`config.mk`:
```
export PLATFORM = sky130hd
export DESIGN_NAME = uart_tx_arbiter
export DESIGN_NICKNAME = d
export VERILOG_FILES = /design/src/rtl/uart_tx_arbiter_pkg.sv /design/src/rtl/uart_tx_arbiter_fifo.sv /design/src/rtl/uart_tx_arbiter.sv
export SDC_FILE = /design/constraint.sdc
export NUM_CORES = 1
export LEC_CHECK = 0
export ABC_CLOCK_PERIOD_IN_PS = 4100
export CORE_MARGIN = 1.5
export CORE_UTILIZATION = 45
export CTS_CLUSTER_SIZE = 28
export DETAILED_ROUTE_END_ITERATION = 8
export PLACE_DENSITY = 0.63
export SKIP_LAST_GASP = 1
export SYNTH_ARGS = -nofsm -noshare
export SYNTH_HDL_FRONTEND = slang
export SYNTH_HIERARCHICAL = 1
export SYNTH_SLANG_ARGS = --single-unit
export TNS_END_PERCENT = 10
```
`constraint.sdc`:
```
create_clock -name clk -period 4.1 [get_ports clk]
set_input_delay 0.41 -clock clk [delete_from_list [all_inputs] [get_ports clk]]
set_output_delay 0.41 -clock clk [all_outputs]
set_load 0.01 [all_outputs]
```
`src/rtl/uart_tx_arbiter_pkg.sv`:
```
// ---------------------------------------------------------------------------
// uart_tx_arbiter_pkg
// Types and constants shared by the UART transmit arbiter and its FIFOs:
//   arb_state_t       launch FSM state encoding
//   WAIT_ACT_TIMEOUT  cycles the FSM waits for the UART to go busy after a
//                     launch before it treats the byte as sent
//   WAIT_CNT_W        width of the WAIT_ACT cycle counter
//   PORT_A / PORT_B   requester indices as reported on grant_src
// ---------------------------------------------------------------------------
package uart_tx_arbiter_pkg;

  typedef enum logic [1:0] {
    ST_IDLE      = 2'd0,
    ST_LAUNCH    = 2'd1,
    ST_WAIT_ACT  = 2'd2,
    ST_WAIT_DONE = 2'd3
  } arb_state_t;

  localparam int   WAIT_ACT_TIMEOUT = 15;
  localparam int   WAIT_CNT_W       = 4;

  localparam logic PORT_A = 1'b0;
  localparam logic PORT_B = 1'b1;

endpackage : uart_tx_arbiter_pkg

```
`src/rtl/uart_tx_arbiter_fifo.sv`:
```
// ---------------------------------------------------------------------------
// tx_byte_fifo
// Small synchronous byte FIFO, one per requester of the UART arbiter.
// Head-of-queue data is presented combinationally on dout.
// Ports:
//   clk    clock, rising edge
//   rst    synchronous active-low reset (pointers and occupancy only)
//   push   write din this cycle (ignored when full unless pop also fires)
//   pop    remove the head entry this cycle (ignored when empty)
//   din    byte to write
//   dout   current head byte
//   full   DEPTH entries held
//   empty  no entries held
// DEPTH must be a power of two so the pointers wrap naturally.
// ---------------------------------------------------------------------------
module tx_byte_fifo #(
  parameter int DEPTH  = 4,
  parameter int DATA_W = 8
) (
  input  logic              clk,
  input  logic              rst,
  input  logic              push,
  input  logic              pop,
  input  logic [DATA_W-1:0] din,
  output logic [DATA_W-1:0] dout,
  output logic              full,
  output logic              empty
);

  localparam int PTR_W = $clog2(DEPTH);

  logic [DATA_W-1:0] mem [DEPTH];
  logic [PTR_W-1:0]  wr_ptr;
  logic [PTR_W-1:0]  rd_ptr;
  logic [PTR_W:0]    count;
  logic              do_push;
  logic              do_pop;

  assign full  = (count == (PTR_W+1)'(DEPTH));
  assign empty = (count == '0);

  // A pop in the same cycle frees the slot first, so a push into a full
  // FIFO is still accepted when it coincides with a pop.
  assign do_pop  = pop && !empty;
  assign do_push = push && (!full || do_pop);

  assign dout = mem[rd_ptr];

  // Storage carries no reset; validity is tracked by count alone.
  always_ff @(posedge clk) begin
    if (do_push) begin
      mem[wr_ptr] <= din;
    end
  end

  always_ff @(posedge clk) begin
    if (!rst) begin
      wr_ptr <= '0;
      rd_ptr <= '0;
      count  <= '0;
    end else begin
      if (do_push) begin
        wr_ptr <= wr_ptr + PTR_W'(1);
      end
      if (do_pop) begin
        rd_ptr <= rd_ptr + PTR_W'(1);
      end
      case ({do_push, do_pop})
        2'b10:   count <= count + (PTR_W+1)'(1);
        2'b01:   count <= count - (PTR_W+1)'(1);
        default: count <= count;
      endcase
    end
  end

endmodule : tx_byte_fifo

```
`src/rtl/uart_tx_arbiter.sv`:
```
// ---------------------------------------------------------------------------
// uart_tx_arbiter
// Shares one UART transmitter between two byte sources (A: core,
// B: bootloader status/echo). Each source queues bytes in its own FIFO; a
// round-robin launch FSM hands one byte at a time to the UART and waits for
// the UART to report busy and then idle before launching the next.
// Ports:
//   clk, rst            clock; synchronous active-low reset
//   a_start, a_data     port A one-cycle byte request and byte
//   a_active            port A FIFO full (requester must hold off)
//   b_start, b_data     port B request and byte
//   b_active            port B FIFO full
//   uart_tx_active      UART transmitter busy
//   uart_tx_start       one-cycle launch pulse to the UART
//   uart_tx_data        byte to the UART, held until the FSM is back in IDLE
//   grant_src           source of the current/last launched byte (0=A, 1=B)
//   a_drops, b_drops    saturating counts of bytes dropped on a full FIFO
//   busy                FSM not idle or any byte still queued
// ---------------------------------------------------------------------------
module uart_tx_arbiter
  import uart_tx_arbiter_pkg::*;
#(
  parameter int DEPTH  = 4,
  parameter int DATA_W = 8
) (
  input  logic              clk,
  input  logic              rst,
  input  logic              a_start,
  input  logic [DATA_W-1:0] a_data,
  output logic              a_active,
  input  logic              b_start,
  input  logic [DATA_W-1:0] b_data,
  output logic              b_active,
  input  logic              uart_tx_active,
  output logic              uart_tx_start,
  output logic [DATA_W-1:0] uart_tx_data,
  output logic              grant_src,
  output logic [7:0]        a_drops,
  output logic [7:0]        b_drops,
  output logic              busy
);

  function automatic logic [7:0] sat_inc8(input logic [7:0] v);
    return (v == 8'hFF) ? v : v + 8'd1;
  endfunction

  arb_state_t            state;
  logic                  last_grant;
  logic [WAIT_CNT_W-1:0] wait_cnt;

  logic [DATA_W-1:0] a_dout;
  logic [DATA_W-1:0] b_dout;
  logic              a_full;
  logic              b_full;
  logic              a_empty;
  logic              b_empty;
  logic              a_pop;
  logic              b_pop;
  logic              sel_b;
  logic              can_launch;

  tx_byte_fifo #(
    .DEPTH  (DEPTH),
    .DATA_W (DATA_W)
  ) u_fifo_a (
    .clk   (clk),
    .rst   (rst),
    .push  (a_start),
    .pop   (a_pop),
    .din   (a_data),
    .dout  (a_dout),
    .full  (a_full),
    .empty (a_empty)
  );

  tx_byte_fifo #(
    .DEPTH  (DEPTH),
    .DATA_W (DATA_W)
  ) u_fifo_b (
    .clk   (clk),
    .rst   (rst),
    .push  (b_start),
    .pop   (b_pop),
    .din   (b_data),
    .dout  (b_dout),
    .full  (b_full),
    .empty (b_empty)
  );

  assign a_active = a_full;
  assign b_active = b_full;
  assign busy     = (state != ST_IDLE) || !a_empty || !b_empty;

  // Round-robin pick: on contention the port that lost last time wins;
  // otherwise whichever port has data.
  always_comb begin
    sel_b = 1'b0;
    if (!a_empty && !b_empty) begin
      sel_b = (last_grant == PORT_A);
    end else if (a_empty && !b_empty) begin
      sel_b = 1'b1;
    end
  end

  assign can_launch = (state == ST_IDLE) && !uart_tx_active && (!a_empty || !b_empty);
  assign a_pop      = can_launch && !sel_b;
  assign b_pop      = can_launch && sel_b;

  // Launch FSM: the head byte is popped and registered on the IDLE->LAUNCH
  // edge so uart_tx_data is already valid while uart_tx_start is high.
  always_ff @(posedge clk) begin
    if (!rst) begin
      state         <= ST_IDLE;
      uart_tx_start <= 1'b0;
      uart_tx_data  <= '0;
      grant_src     <= PORT_A;
      last_grant    <= PORT_B;
      wait_cnt      <= '0;
    end else begin
      uart_tx_start <= 1'b0;
      case (state)
        ST_IDLE: begin
          if (can_launch) begin
            state         <= ST_LAUNCH;
            uart_tx_start <= 1'b1;
            uart_tx_data  <= sel_b ? b_dout : a_dout;
            grant_src     <= sel_b ? PORT_B : PORT_A;
            last_grant    <= sel_b ? PORT_B : PORT_A;
          end
        end
        ST_LAUNCH: begin
          state    <= ST_WAIT_ACT;
          wait_cnt <= '0;
        end
        ST_WAIT_ACT: begin
          // A UART that never acknowledges must not stall the arbiter; after
          // the timeout the byte is considered sent.
          if (uart_tx_active) begin
            state <= ST_WAIT_DONE;
          end else if (wait_cnt == WAIT_CNT_W'(WAIT_ACT_TIMEOUT - 1)) begin
            state <= ST_IDLE;
          end else begin
            wait_cnt <= wait_cnt + WAIT_CNT_W'(1);
          end
        end
        ST_WAIT_DONE: begin
          if (!uart_tx_active) begin
            state <= ST_IDLE;
          end
        end
        default: state <= ST_IDLE;
      endcase
    end
  end

  // A start is only lost when its FIFO is full and no pop frees a slot.
  always_ff @(posedge clk) begin
    if (!rst) begin
      a_drops <= 8'd0;
      b_drops <= 8'd0;
    end else begin
      if (a_start && a_full && !a_pop) begin
        a_drops <= sat_inc8(a_drops);
      end
      if (b_start && b_full && !b_pop) begin
        b_drops <= sat_inc8(b_drops);
      end
    end
  end

endmodule : uart_tx_arbiter
```
Word level (Yosys, flattened, before mapping)

Memory sizes are Yosys's and may differ from the RTL's. A register that Yosys moved wholly into a read port is not among the register bits.
Cells that the tools add are included.

Register bits: 47
RAM bits: 64
Input bits: 21
Output and inout port bits: 29
Word-level logic and storage cells: 110
Memories kept: 2

Memory list:

| name         | words | width | read ports | clocked after Yosys merged registers in | write ports | RTL line                   | source |
|---|---|---|---|---|---|---|---|
| u_fifo_a.mem | 4     | 8     | 1          | 1                                       | 1           | uart_tx_arbiter_fifo.sv:32 | `logic [DATA_W-1:0] mem [DEPTH];` |
| u_fifo_b.mem | 4     | 8     | 1          | 1                                       | 1           | uart_tx_arbiter_fifo.sv:32 |  |

Add/subtract/negate cells: 11
Eq/ne operators: 17
Multiplexer cells: 23
Bitwise logic cells: 3
Reduce and logical (&&, ||, !) cells: 40

Operators by type and width:

| kind                                                                  | number |
|---|---|
| 8-bit by 1-bit adder with 8-bit output, second input constant         | 2 |
| 8-bit equality test, second input constant                            | 2 |
| 2-bit two-way mux                                                     | 8 |
| 1-bit logical AND                                                     | 14 |
| 3-bit case mux with 2 select lines                                    | 2 |
| 2-bit by 1-bit adder with 2-bit output, second input constant         | 4 |
| 2-bit equality test, second input constant                            | 4 |
| 1-bit zero test                                                       | 8 |
| 1-bit two-way mux                                                     | 8 |
| 4-bit two-way mux                                                     | 2 |
| 8-bit two-way mux                                                     | 1 |
| 2-bit inequality test, second input constant                          | 4 |
| 2-bit case mux with 4 select lines                                    | 1 |
| 4-bit case mux with 2 select lines                                    | 1 |
| 2-bit AND reduction                                                   | 4 |
| 2-bit nonzero test                                                    | 4 |
| 3-bit by 1-bit adder with 3-bit output, second input constant         | 2 |
| 2-bit by 1-bit equality test with 1-bit output, second input constant | 3 |
| 3-bit equality test, second input constant                            | 2 |
| 3-bit zero test                                                       | 2 |
| 3-bit AND reduction                                                   | 2 |
| 3-bit by 1-bit subtractor with 3-bit output, second input constant    | 2 |
| 1-bit logical OR                                                      | 5 |
| 4-bit by 1-bit adder with 4-bit output, second input constant         | 1 |
| 4 further kinds                                                       | 6 |

Longest topological paths before layout

Gate-level depths: netlist of run 1.

Word-level depth: 12
Depth in mapped cells: 14

Hierarchy

Netlist of run 1, hierarchy kept.

By module, submodules not included:

| module          | instances | cells each | area an instance (um^2) | sequential area each (um^2) |
|---|---|---|---|---|
| tx_byte_fifo    | 2         | 96         | 1645.3                  | 1141.1 |
| uart_tx_arbiter | 1         | 179        | 1624.1                  | 660.6 |

Worst setup path after synthesis of run 1

No wires, ideal clock.

Path kind: flip-flop to flip-flop
From: register u_fifo_a.count[1]
To: register u_fifo_b.count[2]
Data arrival time: 2.944 ns
Path slack: 1.086 ns
Cell stages (with the launch flop): 14
Period minus slack after synthesis: 3.014 ns
Path through: dfxtp_1 nor3_2 nor2b_1 nor2_2 nand3_1 inv_1 inv_2 nor2_1 ha_1 inv_1 fa_1 xor2_1 or3_1 a21boi_1

Word-level cells in the longest chain between the ends: 10

Ends and longest elaborated chain:

| item                                                                                  | RTL line                                                              | source |
|---|---|---|
| start: declaration                                                                    | uart_tx_arbiter_fifo.sv:35                                            | `logic [PTR_W:0] count;` |
| start signal: assignment                                                              | uart_tx_arbiter_fifo.sv:69                                            | `2'b10: count <= count + (PTR_W+1)'(1);` |
| start signal: assignment                                                              | uart_tx_arbiter_fifo.sv:70                                            | `2'b01: count <= count - (PTR_W+1)'(1);` |
| start signal: assignment                                                              | uart_tx_arbiter_fifo.sv:71                                            | `default: count <= count;` |
| 3-bit zero test *                                                                     | uart_tx_arbiter_fifo.sv:40                                            | `assign empty = (count == '0);` |
| net a_empty                                                                           | uart_tx_arbiter.sv:55                                                 | `logic a_empty;` |
| 1-bit logical AND or 1-bit zero test (tied branches)                                  | uart_tx_arbiter.sv:100, uart_tx_arbiter.sv:98, uart_tx_arbiter.sv:105 |  |
| 1-bit two-way mux (tied with other cells)                                             | uart_tx_arbiter.sv:100                                                | `end else if (a_empty && !b_empty) begin` |
| 1-bit two-way mux or 1-bit logical AND (tied branches)                                | uart_tx_arbiter.sv:98, uart_tx_arbiter.sv:105                         |  |
| 1-bit logical AND *                                                                   | uart_tx_arbiter.sv:107                                                | `assign b_pop = can_launch && sel_b;` |
| net b_pop                                                                             | uart_tx_arbiter.sv:58                                                 | `logic b_pop;` |
| 1-bit logical AND *                                                                   | uart_tx_arbiter_fifo.sv:44                                            | `assign do_pop = pop && !empty;` |
| net u_fifo_b.do_pop                                                                   | uart_tx_arbiter_fifo.sv:37                                            | `logic do_pop;` |
| 1-bit logical OR                                                                      | uart_tx_arbiter_fifo.sv:45                                            | `assign do_push = push && (!full \|\| do_pop);` |
| 1-bit logical AND                                                                     | uart_tx_arbiter_fifo.sv:45                                            |  |
| 2-bit by 1-bit equality test with 1-bit output or 2-bit equality test (tied branches) | uart_tx_arbiter_fifo.sv:68                                            | `case ({do_push, do_pop})` |
| 3-bit case mux with 2 select lines or 2-bit nonzero test (tied branches)              | -                                                                     |  |
| end signal: assignment                                                                | uart_tx_arbiter_fifo.sv:69                                            |  |
| end signal: assignment                                                                | uart_tx_arbiter_fifo.sv:70                                            |  |
| end signal: assignment                                                                | uart_tx_arbiter_fifo.sv:71                                            |  |
| end: declaration                                                                      | uart_tx_arbiter_fifo.sv:35                                            |  |

The timed path passes the listed nets; every way through them passes the cells marked *.
A chain may end at the register's enable or synchronous reset.

Worst setup path in the final report of run 1

From: register u_fifo_a.count[0]
To: register u_fifo_b.count[2]

The elaborated chain is that of the path after synthesis.

==> impl_metrics.toml, run 1 <==
[status]
outcome = "completed"

[finish]
antenna_cells = 0
final_net_count = 467
utilization_pct = 58.7
drive_above_1_share_pct = 14.9
final_cell_mix = "64 x edfxtp_1, 51 x dfxtp_1, 49 x clkdlybuf4s50_1, 25 x nand2_1, 20 x o21ai_0"
syn_to_final_growth_pct = 24.9
final_common_cell = "edfxtp_1"

[yosys]
synth_nets = 408
synth_seq_area_share_pct = 59.9
synth-edff-count = 64
synthCells = 371
syn_area_per_cell_um2 = 13.2
ys_warn_count = 6
ys_ff_latch = 115
synthDistinctLibCells = 54
ys.flop_type = "edfxtp_1"
synth.cell_area_um2 = 4910
async_reset_ff_share_pct = 0

[global_routing]
antenna_found_initial = 0
grt.total_usage_pct = 18.1
grt_start_max_net_pins = 30
grt_pass1_wl_um = 15500
grt_overflow_total = 0
grt_pass1_vias = 3072

[critical_path]
path_class = "flip-flop to flip-flop"
cp_cell_sequence = "nor3_2, buf_4, nor2b_1, nor2_2, nand3_1, inv_1, inv_2, nor2_1, ha_1, inv_1, fa_1, xor2_1, or3_1, a21boi_1"
cpMostUsedCell = "inv_1"
r2r_start = "u_fifo_a/count[0]$_SDFFE_PN0P_"
crit_path_start_kind = "flip-flop"
crit_end = "u_fifo_b/count[2]$_SDFFE_PN0P_"
rr_worst_depth = 14
slowest_stage = "nor2_2"
end_kind = "flip-flop"
r2r_end = "u_fifo_b/count[2]$_SDFFE_PN0P_"
cp_data_required_time_ns = 4.54
critPathLaunch = "u_fifo_a/count[0]$_SDFFE_PN0P_"
slowest_delay_ns = 0.46
cp_max_fo = 9
arrival_ns = 3.59
r2r_setup_slack_ns = 0.95

[timing]
fin_ws_ns = 0.951
slew_headroom_pct = 45.5
fin_setup_tns_ns = 0
tightestPinTransition_ns = 0.812
fin_crit_sh_pct = 76.8
fin_worst_skew_ns = 0.00893
hold_viol_final = 0
maxSlewViolCount = 0
rsz0062_at_grt = "false"
holdWs_ns = 0.494
fmax_mhz = 318
setup_violations = 0
period_needed_ns = 3.15

[clock_tree]
cts_sinks = 115
path_clk_slew_ns = 0.06
cts-htree-levels = 4
ctsHoldBuffers = 0
clock_latency_ns = 0.51
post_cts_resize_count = 0
root_buffer = "clkbuf_8"
tritoncts = "done"
cts_setup_buffers = 0
numCtsBuffers = 17
ctsLongestPathBuffers = 2

[min_path]
worstHoldPathType = "flip-flop to flip-flop"
hold_start = "u_fifo_b/rd_ptr[1]$_SDFFE_PN0P_"

[die]
die_y_um = 108
die_w_um = 108
start_util_pct = 47.0
dieArea_um2 = 11600
ioPinCount = 50
fp.coreArea_um2 = 10500
rows = 37

[route]
final_antenna_net_count = 0
num_vias = 3071
wl_per_cell_um = 16.2
firstDrtPassIters = 4
totalWireLength_um = 9370
vias_per_cell = 5.30
drc = 0
drt_iter0_drc = 158

[place]
place.gp.congestion = 0.763
dp.final_hpwl_um = 6200
post-place-ws_ns = 0.943
io_buffers = 49

[job]
drv_cap = 0

[pwr]
p_leak_nw = 2.06
ir_drop_uv = 396
powerDensity_nw_per_um2 = 560
total_power_mw = 3.44
cell type report:
class | count | area (um2)
Clock buffer | 18 | 418
Clock inverter | 14 | 186
Fill cell | 834 | 4320
Inverter | 21 | 78.8
Multi-Input combinational cell | 222 | 1820
Sequential cell | 115 | 2940
Tap cell | 136 | 170
Timing Repair Buffer | 53 | 520
sequential cells by signal (all words and copies together) (netlist names), 2 cells and up, named ones only:
name             flops
u_fifo_a/mem        32
u_fifo_b/wr_ptr      2
b_drops              8
wait_cnt             4
u_fifo_b/rd_ptr      2
u_fifo_a/wr_ptr      2
a_drops              8
u_fifo_a/rd_ptr      2
uart_tx_data         8
u_fifo_b/count       3
state                2
u_fifo_a/count       3
u_fifo_b/mem        32
cells by family (layout without fill, tap and decap cells):
| group | Yosys count | in the layout | synth area share [%] |
|---|---|---|---|
| mux | 30 | 30 | 10.2 |
| flops | 115 | 115 | 59.9 |
| compound gates | 63 | 63 | 9.14 |
| buf+inv | 34 | 106 | 3.03 |
| fa+ha+maj | 16 | 16 | 4.38 |
| xor+xnor | 6 | 6 | 1.07 |
| simple gates | 107 | 107 | 12.3 |
routing by layer:
metal / up-vias / share of wire (%) / GRT usage, %
li1: 1516 / - / -
met1: 1472 / 46 / 23.0
met2: 76 / 48 / 29.5
met3: 7 / 4.2 / 5.27
met4: 0 / 0.91 / 6.48
met5: - / 0 / 0
metrics by stage:
stage                     cells  area [um2]
final                       579        6140
after global routing        579        6140
after CTS                   579        6140
after detailed placement    547        5540
after global placement      547        5540
after floorplan             371        4910
Yosys cell counts, types with 5 or more instances:
master | count | share of area, %
a211oi_1 | 8 | 1.2
a21oi_1 | 14 | 1.4
and2_1 | 12 | 1.5
buf_2 | 5 | 0.51
dfxtp_1 | 51 | 21
edfxtp_1 | 64 | 39
ha_1 | 14 | 3.6
inv_1 | 18 | 1.4
mux2i_1 | 13 | 2.6
mux4_2 | 16 | 7.3
nand2_1 | 25 | 1.9
nand3_1 | 10 | 1.0
nor2_1 | 16 | 1.2
o21ai_0 | 20 | 2.0
or3_1 | 11 | 1.4
power by group:
part	leakage [nW]	switching [mW]	internal, mW
logic	0.766	0.286	0.260
registers	1.00	0.0765	1.32
clock network	0.288	0.510	0.982
how the worst min path moves through the flow:
stage                                                  to  slack, ns  depth (start not counted)
after floorplan                                 flip-flop       0.46                          2
after global placement    u_fifo_b/rd_ptr[1]$_SDFFE_PN0P_       0.47                          2
after detailed placement  u_fifo_a/rd_ptr[1]$_SDFFE_PN0P_       0.48                          2
after CTS                 u_fifo_b/rd_ptr[1]$_SDFFE_PN0P_       0.50                          2
after global routing              a_drops[5]$_SDFFE_PN0P_       0.52                          2
final                     u_fifo_b/rd_ptr[1]$_SDFFE_PN0P_       0.49                          2
worst max-delay path: cells and delay by family, from the launching register on:
kind	cells	cell delay [ns]
AO/OA/AOI/OAI	1	0.13
buffers and inverters	4	0.44
flip-flops	1	0.36
AND/OR/NAND/NOR	6	1.40
XOR/XNOR	1	0.15
adder cells (fa/ha/maj)	2	0.58
Note: power is estimated with default switching activity, not from simulation.
==> run 2, diff against run 1 <==
--- a/config.mk
+++ b/config.mk
@@ -5,7 +5,7 @@
 export SDC_FILE = /design/constraint.sdc
 export NUM_CORES = 1
 export LEC_CHECK = 0
-export ABC_CLOCK_PERIOD_IN_PS = 4100
+export ABC_CLOCK_PERIOD_IN_PS = 3060
 export CORE_MARGIN = 1.5
 export CORE_UTILIZATION = 45
 export CTS_CLUSTER_SIZE = 28
==> constraint.sdc (replaced) <==
create_clock -name clk -period 3.06 [get_ports clk]
set_input_delay 0.306 -clock clk [delete_from_list [all_inputs] [get_ports clk]]
set_output_delay 0.306 -clock clk [all_outputs]
set_load 0.01 [all_outputs]
==> impl_metrics.toml, run 2 (synthesized netlist as in run 1, its figures left out) <==
[critical_path]
crit_path_start_kind = "flip-flop"
r2r_start = "u_fifo_a/count[1]$_SDFFE_PN0P_"
cp_data_required_time_ns = 3.51
cp_max_fo = 4
critPathLaunch = "u_fifo_a/count[1]$_SDFFE_PN0P_"
path_class = "flip-flop to flip-flop"
r2r_setup_slack_ns = 0.39
rr_worst_depth = 13
arrival_ns = 3.12
end_kind = "flip-flop"

[global_routing]
grt_start_max_net_pins = 30
grt_pass1_wl_um = 15100
grt_pass1_vias = 3082
grt_overflow_total = 0
grt.total_usage_pct = 17.9
antenna_found_initial = 0

[timing]
holdWs_ns = 0.421
tightestPinTransition_ns = 0.814
hold_viol_final = 0
fin_crit_sh_pct = 87.1
rsz0062_at_grt = "false"
fin_worst_skew_ns = 0.00840
fin_setup_tns_ns = 0
maxSlewViolCount = 0
setup_violations = 0
period_needed_ns = 2.67
fmax_mhz = 375
slew_headroom_pct = 45.3

[pwr]
powerDensity_nw_per_um2 = 746
ir_drop_uv = 494
p_leak_nw = 2.08
total_power_mw = 4.61

[finish]
drive_above_1_share_pct = 16.7
final_common_cell = "edfxtp_1"
antenna_cells = 0
nFillCells = 858
final_cell_mix = "64 x edfxtp_1, 51 x dfxtp_1, 49 x clkdlybuf4s50_1, 25 x nand2_1, 20 x o21ai_0"
reg_top3 = "u_fifo_a/mem x32, u_fifo_b/mem x32"
multi_input_area_um2 = 1820
syn_to_final_growth_pct = 25.8
stdcell_count = 585
final-seq-area_um2 = 2940
utilization_pct = 59.1
final_net_count = 473

[min_path]
whs_path_depth = 1
hold_start = "a_data[2]"
worstHoldPathType = "input pin to flip-flop"

[route]
wl_per_cell_um = 16.0
firstDrtPassIters = 4
vias_per_cell = 5.30
final_antenna_net_count = 0
drc = 0
drt_iter0_drc = 150
totalWireLength_um = 9380
num_vias = 3099

[clock_tree]
numCtsBuffers = 17
cts-htree-levels = 4
ctsHoldBuffers = 0
clock_latency_ns = 0.52
ctsLongestPathBuffers = 2
cts_setup_buffers = 0
tritoncts = "done"
cts_sinks = 115
root_buffer = "clkbuf_8"
path_clk_slew_ns = 0.06
post_cts_resize_count = 0

[die]
rows = 37
die_w_um = 108
dieArea_um2 = 11600
die_y_um = 108
ioPinCount = 50
fp.coreArea_um2 = 10500
start_util_pct = 47.0

[job]
drv_cap = 0

[place]
place.gp.congestion = 0.761
dp.final_hpwl_um = 6240
place_inst = 553
io_buffers = 49

[status]
outcome = "completed"
run 2: changes by cell type in the layout (fill, tap and decap cells not counted):
| cell | change |
|---|---|
| buf_4 | +6 |
| inv_6 | +3 |
| clkinv_1 | -2 |
| clkinvlp_4 | +2 |
| bufinv_16 | -1 |
| clkbuf_1 | -1 |
| clkbuf_8 | +1 |
| clkinv_2 | -1 |
| clkinv_4 | -1 |
run 2: path summary, 6_finish.rpt:
| check | end |
|---|---|
| max | u_fifo_b/count[2]$_SDFFE_PN0P_ |
| min | u_fifo_a/mem[1][2]$_DFFE_PP_ |
| max reg2reg | u_fifo_b/count[2]$_SDFFE_PN0P_ |
| min reg2reg | grant_src$_SDFFE_PN0P_ |
run 2: worst max-delay path: stages, from the launching register on:
cell and delay, ns:
dfxtp_1 0.35, nor3_2 0.26, nor2b_1 0.13, nor2_2 0.12
nand3_1 0.14, inv_1 0.12, inv_2 0.05, nor2_1 0.18
ha_1 0.22, inv_1 0.06, fa_1 0.37, xor2_1 0.16
or3_1 0.31, a21boi_1 0.14
run 2: routing by layer:
layer	global-route usage, %	part of all wire (%)
met5	0	0
met4	6.77	1.2
met1	21.7	44
met2	29.3	50
met3	6.42	4.6
run 2: cell type report:
type                            instances  area share [%]
Multi-Input combinational cell        222            29.5
Timing Repair Buffer                   59            9.14
Clock inverter                         14            2.85
Inverter                               21            1.27
Clock buffer                           18            6.92
Sequential cell                       115            47.6
Tap cell                              136            2.75
run 2: per-stage QoR:
stage | cell area [um2] | setup slack, ns
5_1_grt | 6180 | 0.184
2_1_floorplan | 4910 | 0.0456
4_1_cts | 6180 | 0.387
3_3_place_gp | 5580 | 0.155
3_5_place_dp | 5580 | 0.135
6_report | 6180 | 0.394
run 2: report_power, final:
| part | internal (mW) | total [mW] | leakage, nW | switching [mW] |
|---|---|---|---|---|
| clock network | 1.27 | 1.99 | 0.282 | 0.716 |
| registers | 1.77 | 1.87 | 1.00 | 0.104 |
| logic | 0.371 | 0.754 | 0.795 | 0.383 |
| total | 3.41 | 4.61 | 2.08 | 1.20 |
==> variant 1 (settings of run 1) <==
`WAIT_ACT_TIMEOUT`: 15 -> 11.
--- a/src/rtl/uart_tx_arbiter_pkg.sv
+++ b/src/rtl/uart_tx_arbiter_pkg.sv
@@ -18,3 +18,3 @@
 
-  localparam int   WAIT_ACT_TIMEOUT = 15;
+  localparam int   WAIT_ACT_TIMEOUT = 11;
   localparam int   WAIT_CNT_W       = 4;
Function: same outputs for any inputs over 4 cycles, from zero or initial values and one cycle with rst low; that may be too few to reach the edited logic, so the function may still have changed.
==> variant 1 against run 1 <==
  * Cell count unchanged
  * Global-route usage down 0.17 points
  * Total power down 1.6%
  * Worst hold slack worse by 0.0058 ns
  * Routed wire length about the same
  * Sequential share of layout area up 0.15 points
  * Area after synthesis about the same
  * Worst setup slack worse by 0.015 ns
  * Sequential cell count unchanged
  * Count of clock-buffer cells in the layout up 1
  * Final area down 0.31%
  * Critical path type unchanged
  * Largest cell class unchanged
  * Largest power group unchanged
==> variant 1: results (changes against run 1) <==
stage,metric,value,unit,change
drt,highest_layer,met4,,
finish,multi_input_area_share,29.8,%,+0.13 points
power,p_leak,2.04,nW,-0.59%
worst_hold_path,worstHoldStart,grant_src$_SDFFE_PN0P_,,
placement,place_congestion,0.728,,-4.7%
synth,netlist.area_leader.share,39.1,%,about the same
synth,synth_edf_count,64,,unchanged
power,powerClk,0.00144,W,-3%
drt,wl_met3,458,um,+17%
sta,worstMarginPinSlew,0.875,ns,+0.0626 ns
drt,drt_iter0_drc,135,,-15%
synth,ys_seq_area_share,59.8,%,about the same
synth,ys_types,55,,+1.9%
status,run_status,finished clean,,
worst_setup_path,slowest_delay,0.47,ns,
worst_setup_path,r2r-start,u_fifo_a/count[1]$_SDFFE_PN0P_,,
placement,hpwlAfterDp,6150,um,-0.68%
finish,drive_above_1_share,15.1,%,+0.23 points
synth,ys_top_cells_by_area,"edfxtp_1, dfxtp_1, mux4_2",,
power,switching_share,25.9,%,+0.52 points
worst_hold_path,min_to,grant_src$_SDFFE_PN0P_,,
finish,clock_buffers,19,,+1
drt,wl_met2,4490,um,-1.2%
global_route,grt_pass1_vias,3038,,-1.1%
drt,wirelength,9360,um,about the same
sta,skew,0.00696,ns,-0.00197 ns
drt,dr_total_vias,3092,,+0.68%
worst_setup_path,cp.arrival,3.61,ns,+0.02 ns
global_route,grt_usage,17.9,%,-0.17 points
finish,buf_share,8.50,%,+0.026 points
finish,clk_share,9.53,%,-0.32 points
power,ir_drop,0.000318,V,-20%
worst_setup_path,r2r_slack,0.94,ns,-0.02 ns
variant 1: worst max-delay path by stage:
stage	slack, ns	to	depth (start not counted)	from
floorplan	1.09	u_fifo_b/count[2]$_SDFFE_PN0P_	13	u_fifo_a/count[1]$_SDFFE_PN0P_
global placement	1.01	u_fifo_a/count[2]$_SDFFE_PN0P_	11	uart_tx_active
detailed placement	0.92	u_fifo_a/count[2]$_SDFFE_PN0P_	11	uart_tx_active
CTS	0.94	u_fifo_b/count[2]$_SDFFE_PN0P_	14	u_fifo_a/count[1]$_SDFFE_PN0P_
global route	0.69	u_fifo_b/count[2]$_SDFFE_PN0P_	14	u_fifo_a/count[1]$_SDFFE_PN0P_
finish	0.94	u_fifo_b/count[2]$_SDFFE_PN0P_	14	u_fifo_a/count[1]$_SDFFE_PN0P_
variant 1: kinds of logic (layout without fill, tap and decap cells):
family	count (synthesis)	count (layout)	synth area share, %
xor gates and xnor gates	6	6	1.07
DFF	115	115	59.8
AOI/OAI and AO/OA	63	63	9.14
and+or+nand+nor	107	107	12.3
adders and majority gates	16	16	4.38
buffers and inverters	34	106	3.03
muxes	30	30	10.2
variant 1: per-layer routing:
| metal | vias to the layer above | track usage (%) |
|---|---|---|
| li1 | 1520 | - |
| met1 | 1497 | 23.1 |
| met2 | 67 | 28.0 |
| met3 | 8 | 5.87 |
| met4 | 0 | 7.33 |
| met5 | - | 0 |
variant 1: through the flow:
| stage | area [sq um] | setup WS (ns) | cells | total power (W) |
|---|---|---|---|---|
| floorplan | 4920 | 1.09 | 371 | 0.00176 |
| CTS | 6120 | 0.936 | 579 | 0.00342 |
| detailed placement | 5540 | 0.923 | 547 | 0.00197 |
| finish | 6120 | 0.936 | 579 | 0.00338 |
| global placement | 5540 | 1.01 | 547 | 0.00195 |
| global route | 6120 | 0.688 | 579 | 0.00354 |
==> variant 2 (config.mk and constraints of run 1) <==
Without the edit above. Re-encode `arb_state_t` (4 states) as one-hot, 4 bits wide.
--- a/src/rtl/uart_tx_arbiter_pkg.sv
+++ b/src/rtl/uart_tx_arbiter_pkg.sv
@@ -11,7 +11,7 @@
 
-  typedef enum logic [1:0] {
-    ST_IDLE      = 2'd0,
-    ST_LAUNCH    = 2'd1,
-    ST_WAIT_ACT  = 2'd2,
-    ST_WAIT_DONE = 2'd3
+  typedef enum logic [3:0] {
+    ST_IDLE      = 4'b0001,
+    ST_LAUNCH    = 4'b0010,
+    ST_WAIT_ACT  = 4'b0100,
+    ST_WAIT_DONE = 4'b1000
   } arb_state_t;
Check against the original RTL: same outputs for any inputs over 4 cycles, from zero or initial values and one cycle with rst low; so few cycles prove little.
==> variant 2 against run 1 <==
  * Routed wire length up 1.4%
  * Clock skew fell by 0.0030 ns
  * Combinational power is 33% higher
  * Sequential cell count is 2 higher
  * Worst setup slack gained 0.048 ns
  * Area after synthesis up 3.7%
  * Final area rose by 3.1%
  * Sequential share of layout area shrank 0.82 points
  * Clock power up 7%
  * Total power up 10%
  * Largest cell class unchanged
==> variant 2: results (changes against run 1) <==
stage,metric,value,unit,change
placement,place_congestion,0.782,,+2.5%
drt,first_pass_iters,5,,+1
sta,worstMarginPinSlew,1.00,ns,+0.188 ns
status,run_status,finished clean,,
worst_setup_path,crit_fanout,17,,+8
worst_setup_path,cp-endpoint,u_fifo_a/count[2]$_SDFFE_PN0P_,,
power,clockPowerShare,42.2,%,-1.2 points
power,p_leak,2.11,nW,+2.7%
placement,place_area,5680,sq um,+2.7%
placement,place_inst,570,,+4.2%
synth,ys_seq_area_share,58.5,%,-1.3 points
worst_hold_path,min_path_cells,1,,-1
sta,fmax,323,MHz,+1.6%
global_route,grt_usage,17.6,%,-0.52 points
worst_setup_path,cp-startpoint,u_fifo_b/count[1]$_SDFFE_PN0P_,,
worst_setup_path,cp_slowest_cell,nor3_2,,
worst_hold_path,worstHoldStart,last_grant$_SDFFE_PN1P_,,
placement,pre_cts_slack,0.736,ns,-0.207 ns
power,p_switching,0.000997,W,+14%
synth,synth_commonest_cells,"edfxtp_1, dfxtp_1, nand2_1",,
worst_setup_path,rr_endpoint,u_fifo_a/count[2]$_SDFFE_PN0P_,,
sta,skew,0.00592,ns,-0.00301 ns
worst_setup_path,r2r_slack,1.0,ns,+0.05 ns
power,powerClk,0.00160,W,+7%
global_route,grt_pass1_wl,15500,um,about the same
finish,fin_cells,602,,+4.0%
global_route,grt_pass1_vias,3195,,+4.0%
global_route,grt.met1_usage,22.9,%,-0.12 points
power,ir_drop,0.000215,V,-46%
drt,viasPerCell,5.36,,+1.1%
worst_setup_path,slowest_delay,0.56,ns,+0.10 ns
global_route,use_met3,4.51,%,-0.76 points
drt,wl_met3,337,um,-14%
global_route,grt_max_degree,34,,+13%
global_route,met2_usage,27.4,%,-2.1 points
synth,syn_inst,397,,+7.0%
worst_hold_path,min_to,last_grant$_SDFFE_PN1P_,,
finish,fill_cells,879,,+5.4%
drt,drt_iter0_drc,159,,+0.63%
worst_setup_path,rr_worst_depth,12,,-2
variant 2: cell types whose count changed after synthesis, moves of 3 or more:
cell      delta
o211ai_1     +4
o21ai_0      -4
nand2b_1     +4
or4_1        +5
o31ai_1      +4
or3_1        -4
mux2i_1      +3
a21oi_1      +5
variant 2: logic make-up after synthesis:
kind of cell,count (synthesis),share of synthesized area [%]
AO/OA/AOI/OAI,72,9.13
flip-flops,117,58.5
AND/OR/NAND/NOR,117,13.7
multiplexers,32,10.2
buffers and inverters,38,3.29
adder cells (fa/ha/maj),16,4.22
XOR/XNOR,5,0.859
variant 2: final cells by class:
| type | count | area [sq um] | share of cell area, % |
|---|---|---|---|
| Inverter | 20 | 75.1 | 1.19 |
| Multi-Input combinational cell | 242 | 1950 | 30.7 |
| Clock inverter | 13 | 204 | 3.22 |
| Sequential cell | 117 | 2980 | 47.1 |
| Timing Repair Buffer | 51 | 505 | 7.98 |
| Clock buffer | 19 | 443 | 7.00 |
| Tap cell | 140 | 175 | 2.77 |
